--- config.mk ---
export PLATFORM = sky130hd
export DESIGN_NAME = wb_rr_arbiter
export DESIGN_NICKNAME = d
export VERILOG_FILES = /design/src/rtl/wb_rr_arbiter.sv
export SDC_FILE = /design/constraint.sdc
export NUM_CORES = 1
export LEC_CHECK = 0
export ABC_AREA = 0
export CORE_AREA = 2 2 147 149
export DETAILED_ROUTE_END_ITERATION = 10
export DIE_AREA = 0 0 149 151
export REMOVE_ABC_BUFFERS = 1
export SYNTH_ARGS = -nofsm -noshare
export SYNTH_HDL_FRONTEND = slang
export SYNTH_SLANG_ARGS = --single-unit
--- constraint.sdc ---
create_clock -name CLK -period 3 [get_ports CLK]
set_clock_uncertainty 0.2 [all_clocks]
set_input_delay 0.6 -clock CLK [delete_from_list [all_inputs] [get_ports CLK]]
set_output_delay 0.6 -clock CLK [all_outputs]
set_load 0.05 [all_outputs]
--- src/rtl/wb_rr_arbiter.sv ---
// Round-robin Wishbone arbiter: NM masters share one slave port. Outstanding requests are
// throttled at MAX_OUT, and a watchdog forces an error when the slave stays silent.
module wb_rr_arbiter #(
  parameter int NM      = 4,
  parameter int MAX_OUT = 7,
  parameter int TIMEOUT = 255
) (
  input  logic             CLK,
  input  logic             nRST,
  input  logic [NM-1:0]    m_cyc,
  input  logic [NM-1:0]    m_stb,
  input  logic [NM-1:0]    m_we,
  input  logic [NM*32-1:0] m_addr,
  input  logic [NM*32-1:0] m_data,
  input  logic [NM*4-1:0]  m_sel,
  output logic [NM-1:0]    m_ack,
  output logic [NM-1:0]    m_stall,
  output logic [NM-1:0]    m_err,
  output logic             o_cyc,
  output logic             o_stb,
  output logic             o_we,
  output logic [31:0]      o_addr,
  output logic [31:0]      o_data,
  output logic [3:0]       o_sel,
  input  logic             o_ack,
  input  logic             o_stall,
  input  logic             o_err,
  output logic [NM-1:0]    grant,
  output logic             timeout_err
);
  localparam int IW = $clog2(NM);
  localparam logic [0:0]  S_IDLE  = 1'b0;
  localparam logic [0:0]  S_OWNED = 1'b1;
  localparam logic [3:0]  MAX_CNT = 4'(MAX_OUT);
  localparam logic [15:0] WD_LAST = 16'(TIMEOUT - 1);

  logic [0:0]    state;
  logic [IW-1:0] owner, last, pick, cand;
  logic          found;
  logic [3:0]    count;
  logic [15:0]   wdog;
  logic          owned, throttled, accept, ack_dec, wd_clear, wd_fire;
  logic [31:0]   addr_arr [NM];
  logic [31:0]   data_arr [NM];
  logic [3:0]    sel_arr  [NM];

  for (genvar i = 0; i < NM; i++) begin : g_master
    assign addr_arr[i] = m_addr[i*32 +: 32];
    assign data_arr[i] = m_data[i*32 +: 32];
    assign sel_arr[i]  = m_sel[i*4 +: 4];
    assign m_stall[i]  = !grant[i] || o_stall || throttled;
    assign m_ack[i]    = grant[i] && o_ack;
    assign m_err[i]    = grant[i] && (o_err || timeout_err);
  end

  // Scan starts one past the previous winner so every requester gets a turn.
  always_comb begin
    found = 1'b0;
    pick  = last;
    cand  = '0;
    for (int k = 1; k <= NM; k++) begin
      cand = IW'((int'(last) + k) % NM);
      if (!found && m_cyc[cand]) begin
        found = 1'b1;
        pick  = cand;
      end
    end
  end

  assign owned     = (state == S_OWNED);
  assign throttled = owned && (count == MAX_CNT);
  assign o_cyc     = owned && m_cyc[owner];
  assign o_stb     = o_cyc && m_stb[owner] && !throttled;
  assign o_we      = owned && m_we[owner];
  assign o_addr    = owned ? addr_arr[owner] : '0;
  assign o_data    = owned ? data_arr[owner] : '0;
  assign o_sel     = owned ? sel_arr[owner]  : '0;

  assign accept   = o_stb && !o_stall;
  assign ack_dec  = o_ack && (count != 4'd0);
  assign wd_clear = !owned || o_ack || o_err || (count == 4'd0);
  assign wd_fire  = !wd_clear && (wdog == WD_LAST);

  always_ff @(posedge CLK or negedge nRST) begin
    if (!nRST) begin
      state       <= S_IDLE;
      grant       <= '0;
      owner       <= '0;
      last        <= IW'(NM - 1);
      count       <= 4'd0;
      wdog        <= 16'd0;
      timeout_err <= 1'b0;
    end else begin
      timeout_err <= 1'b0;
      if (state == S_IDLE) begin
        count <= 4'd0;
        wdog  <= 16'd0;
        if (found) begin
          state <= S_OWNED;
          owner <= pick;
          last  <= pick;
          grant <= NM'(1) << pick;
        end
      end else if (!m_cyc[owner]) begin
        // Release drops all bookkeeping; late acks then find no granted master.
        state <= S_IDLE;
        grant <= '0;
        count <= 4'd0;
        wdog  <= 16'd0;
      end else begin
        if (o_err || wd_fire)
          count <= 4'd0;
        else if (accept && !ack_dec)
          count <= count + 4'd1;
        else if (!accept && ack_dec)
          count <= count - 4'd1;

        if (wd_clear) begin
          wdog <= 16'd0;
        end else if (wd_fire) begin
          wdog        <= 16'd0;
          timeout_err <= 1'b1;
        end else begin
          wdog <= wdog + 16'd1;
        end
      end
    end
  end
endmodule

==> run_results.csv <==
group,metric,value,unit
outcome,status,"finished clean",
sta,whs,0.3153,ns
sta,fmaxAchievable,349.3,MHz
routing,drt-pass1-iter-count,4,
synth,ys_seq_area_share,18.91,%
synth,synth_top_area_share,39.59,%
clocking,path_clk_slew,0.05,ns
clocking,cts_buffers,5,
critical_path,cp.required,2.20,ns
synth,synth_compound_area_share,5.121,%
grt,grt_max_degree,48,
sta,slew_headroom,61.64,%
synth,synth_async_sr_flop_share,100.0,%
clocking,htree_levels,2,
finish,drive_gt1_share,29.33,%
power,clockPowerShare,7.3,%
sta,min_period_over_period,95.43,%
synth,synth_fa_ha_area_share,1.759,%
die,ios,377,
synth,muxShareOfSynthArea,42.04,%
place,preCtsSetupSlack,-0.02993,ns
grt,grt_pass1_wl,32220,µm
grt,antenna_found_initial,7,
synth,ys_ff_latch,30,
grt,grt_pass1_vias,4811,
sta,worst_slew_pin_slew,0.5701,ns
critical_path,crit_chain,"clkdlybuf4s50_1 > mux2i_4 > a2bb2oi_4 > inv_2 > buf_4 > nand2_1 > a41oi_2 > buf_12",
place,gp_congestion,0.8128,
job,max-cap-violations,0,
power,p_comb_share,84.9,%
critical_path,cp_num_buf_inv,4,
die,initial_core_util,19.13,%
die,coreArea,20820,µm²
power,switching_share,53.22,%
clocking,numClockSinks,30,
die,floorplan.rows,53,
synth,syn_area_per_cell,11.75,µm²
finish,nFillCells,2076,
finish,syn_to_final_growth,110.9,%
critical_path,crit_path_start,"m_cyc[3]",
critical_path,path_max_fanout,3,
critical_path,startpoint_type,"primary input",
synth,synth.distinct_cells,53,
sta,setup_violations,0,
critical_path,slowest_stage,"clkdlybuf4s50_1",
power,leakagePower,3.238,nW
synth,yosysTopAreaCell,"mux4_2",
critical_path,crit_path_max_incr_delay,0.53,ns
routing,post_drt_via_cell_ratio,4.574,
routing,drc,0,
finish,final_net_count,1010,
critical_path,critical_path.endpoint_type,"output port",
routing,first_iter_violations,194,
synth,synth_simple_gate_area_share,24.60,%
synth,synth_area_leaders,"mux4_2 40%, dfrtp_1 18%, and2_1 11%",
place,port_buffers,376,
routing,vias,4551,
synth,synth_xor_area_share,3.707,%
synth,syn_inst,339,
min_path,min-delay-start,"wdog[0]",
critical_path,critPathKind,"in -> out",
clocking,hold_buffers,0,
sta,rsz0062_at_grt,"no",
routing,final_antenna_net_count,0,
power,power.switching,4.232,mW
die,die_h,151,µm
finish,utilization,40.34,%
synth,synth_ff_type,"dfrtp_1",
grt,grt_overflow,0,
routing,avgRoutedWirePerCell,23.20,µm
power,irDropWorstVdd,0.8376,mV
sta,tns,0,ns
synth,synth_top_family_by_area,"multiplexers",
sta,drv_slew,0,
die,die_w,149,µm
synth,synth_warnings,0,
clocking,clockRootBuffer,"clkbuf_16",
critical_path,arrival,2.06,ns
sta,hold_violations,0,
power,power.internal,3.720,mW
clocking,cts_tree,"yes",
grt,grt_usage,19.86,%
die,die_area,22500,µm²
place,hpwlAfterDp,19600,µm
synth,synth_edf_count,0,
routing,drt_wl_total,23080,µm
sta,final.min_clock_period,2.863,ns
min_path,holdCritPathClass,"reg -> reg",
sta,setup_ws,0.1371,ns
power,seqPwrFrac,7.9,%
clocking,clk_path_buf_depth,2,
clocking,clk_latency,0.27,ns
synth,syn_area,3983,µm²
power,power_density,946.6,nW/µm²
critical_path,r2r_start,"owner[0]",
critical_path,cp_top_family,"buffers and inverters",
## routing by layer
layer	vias up	wire length (µm)	global-route usage, %
li1	2042	-	-
met1	2231	9778	26.04
met2	242	9918	30.09
met3	32	2911	8.946
met4	4	447	4.429
met5	-	25	0
## power groups by stage
stage	logic [mW]	clock network, mW	registers [mW]
2_1_floorplan	3.82	0	0.985
3_3_place_gp	6.75	0	0.668
3_5_place_dp	6.72	0	0.669
4_1_cts	6.82	0.589	0.629
5_1_grt	7.09	0.612	0.641
6_report	6.75	0.577	0.626
## what timing repair did
item,CTS,global route
resized for setup,0,1
endpoints found under the setup margin,10,1
setup buffers,2,0
## logic make-up (layout without fill, tap and decap cells)
group | count (synthesis) | after routing
other | 0 | 4
XOR/XNOR | 16 | 16
multiplexers | 78 | 78
adder cells (fa/ha/maj) | 5 | 5
buffers and inverters | 33 | 410
AO/OA/AOI/OAI | 21 | 21
AND/OR/NAND/NOR | 156 | 156
flip-flops | 30 | 30
## cell usage in the layout, fill, tap and decap left out, drive strengths merged, types with 2 or more instances in the layout
master and count:
a21o 2, a21oi 2, a41oi 2, and2 74, and4 2, buf 103, clkbuf 6, clkdlybuf4s50 293
dfrtp 28, dfstp 2, diode 4, ha 4, inv 7, mux2i 7, mux4 70, nand2 24
nand2b 5, nand3 5, nand4 5, nor2 24, nor2b 7, nor3 2, nor4 4, o21a 4
o21ai 3, xnor2 6, xor2 10
## path summary, 6_finish.rpt
kind                            end  slack (ns)  depth (start not counted)
setup / recovery              o_stb        0.14                          8
max in group asynchronous   last[0]        1.77                          2
hold / removal              wdog[0]        0.32                          1
min in group asynchronous   wdog[5]        0.52                          2
hold reg to reg             wdog[0]        0.32                          1
setup reg to reg           count[3]        0.21                          9
## final cells by class
| cell class | instances | area [µm²] | area share [%] |
|---|---|---|---|
| multi-input combinational | 276 | 3083 | 36.70 |
| timing repair buffer | 396 | 4006 | 47.69 |
| antenna | 4 | 10.01 | 0.1192 |
| sequential | 30 | 762.0 | 9.071 |
| clock inverter | 1 | 30.03 | 0.3575 |
| tap | 275 | 344.1 | 4.096 |
| clock buffer | 6 | 138.9 | 1.653 |
| inverter | 7 | 26.28 | 0.3128 |
## flip-flops by register name (all words and copies together) (netlist names)
signal       cells
count            4
grant            4
last             2
owned            1
owner            2
timeout_err      1
wdog            16
## through the flow
stage | area, µm² | power (mW) | std cells
2_1_floorplan | 3855 | 4.807 | 313
6_report | 8401 | 7.952 | 995
3_3_place_gp | 8199 | 7.416 | 982
5_1_grt | 8398 | 8.339 | 994
4_1_cts | 8383 | 8.035 | 991
3_5_place_dp | 8199 | 7.390 | 982
## Yosys cell counts (2+ instances only)
library cell	n
nand4_1	5
and2_1	73
nor2_1	14
o21a_1	4
a21o_1	2
dfstp_2	2
and4_1	2
nor2_2	2
nor3_1	2
nor2b_1	7
xnor2_1	5
a21oi_1	2
nand3_1	4
o21ai_0	3
nand2b_1	5
dfrtp_1	28
inv_1	6
clkbuf_1	14
a41oi_1	2
nor4_4	2
xor2_1	10
buf_1	2
ha_1	4
buf_2	8
mux4_2	70
mux2i_1	6
nor2_4	8
nand2_1	22
(Power assumes the default switching activity.)
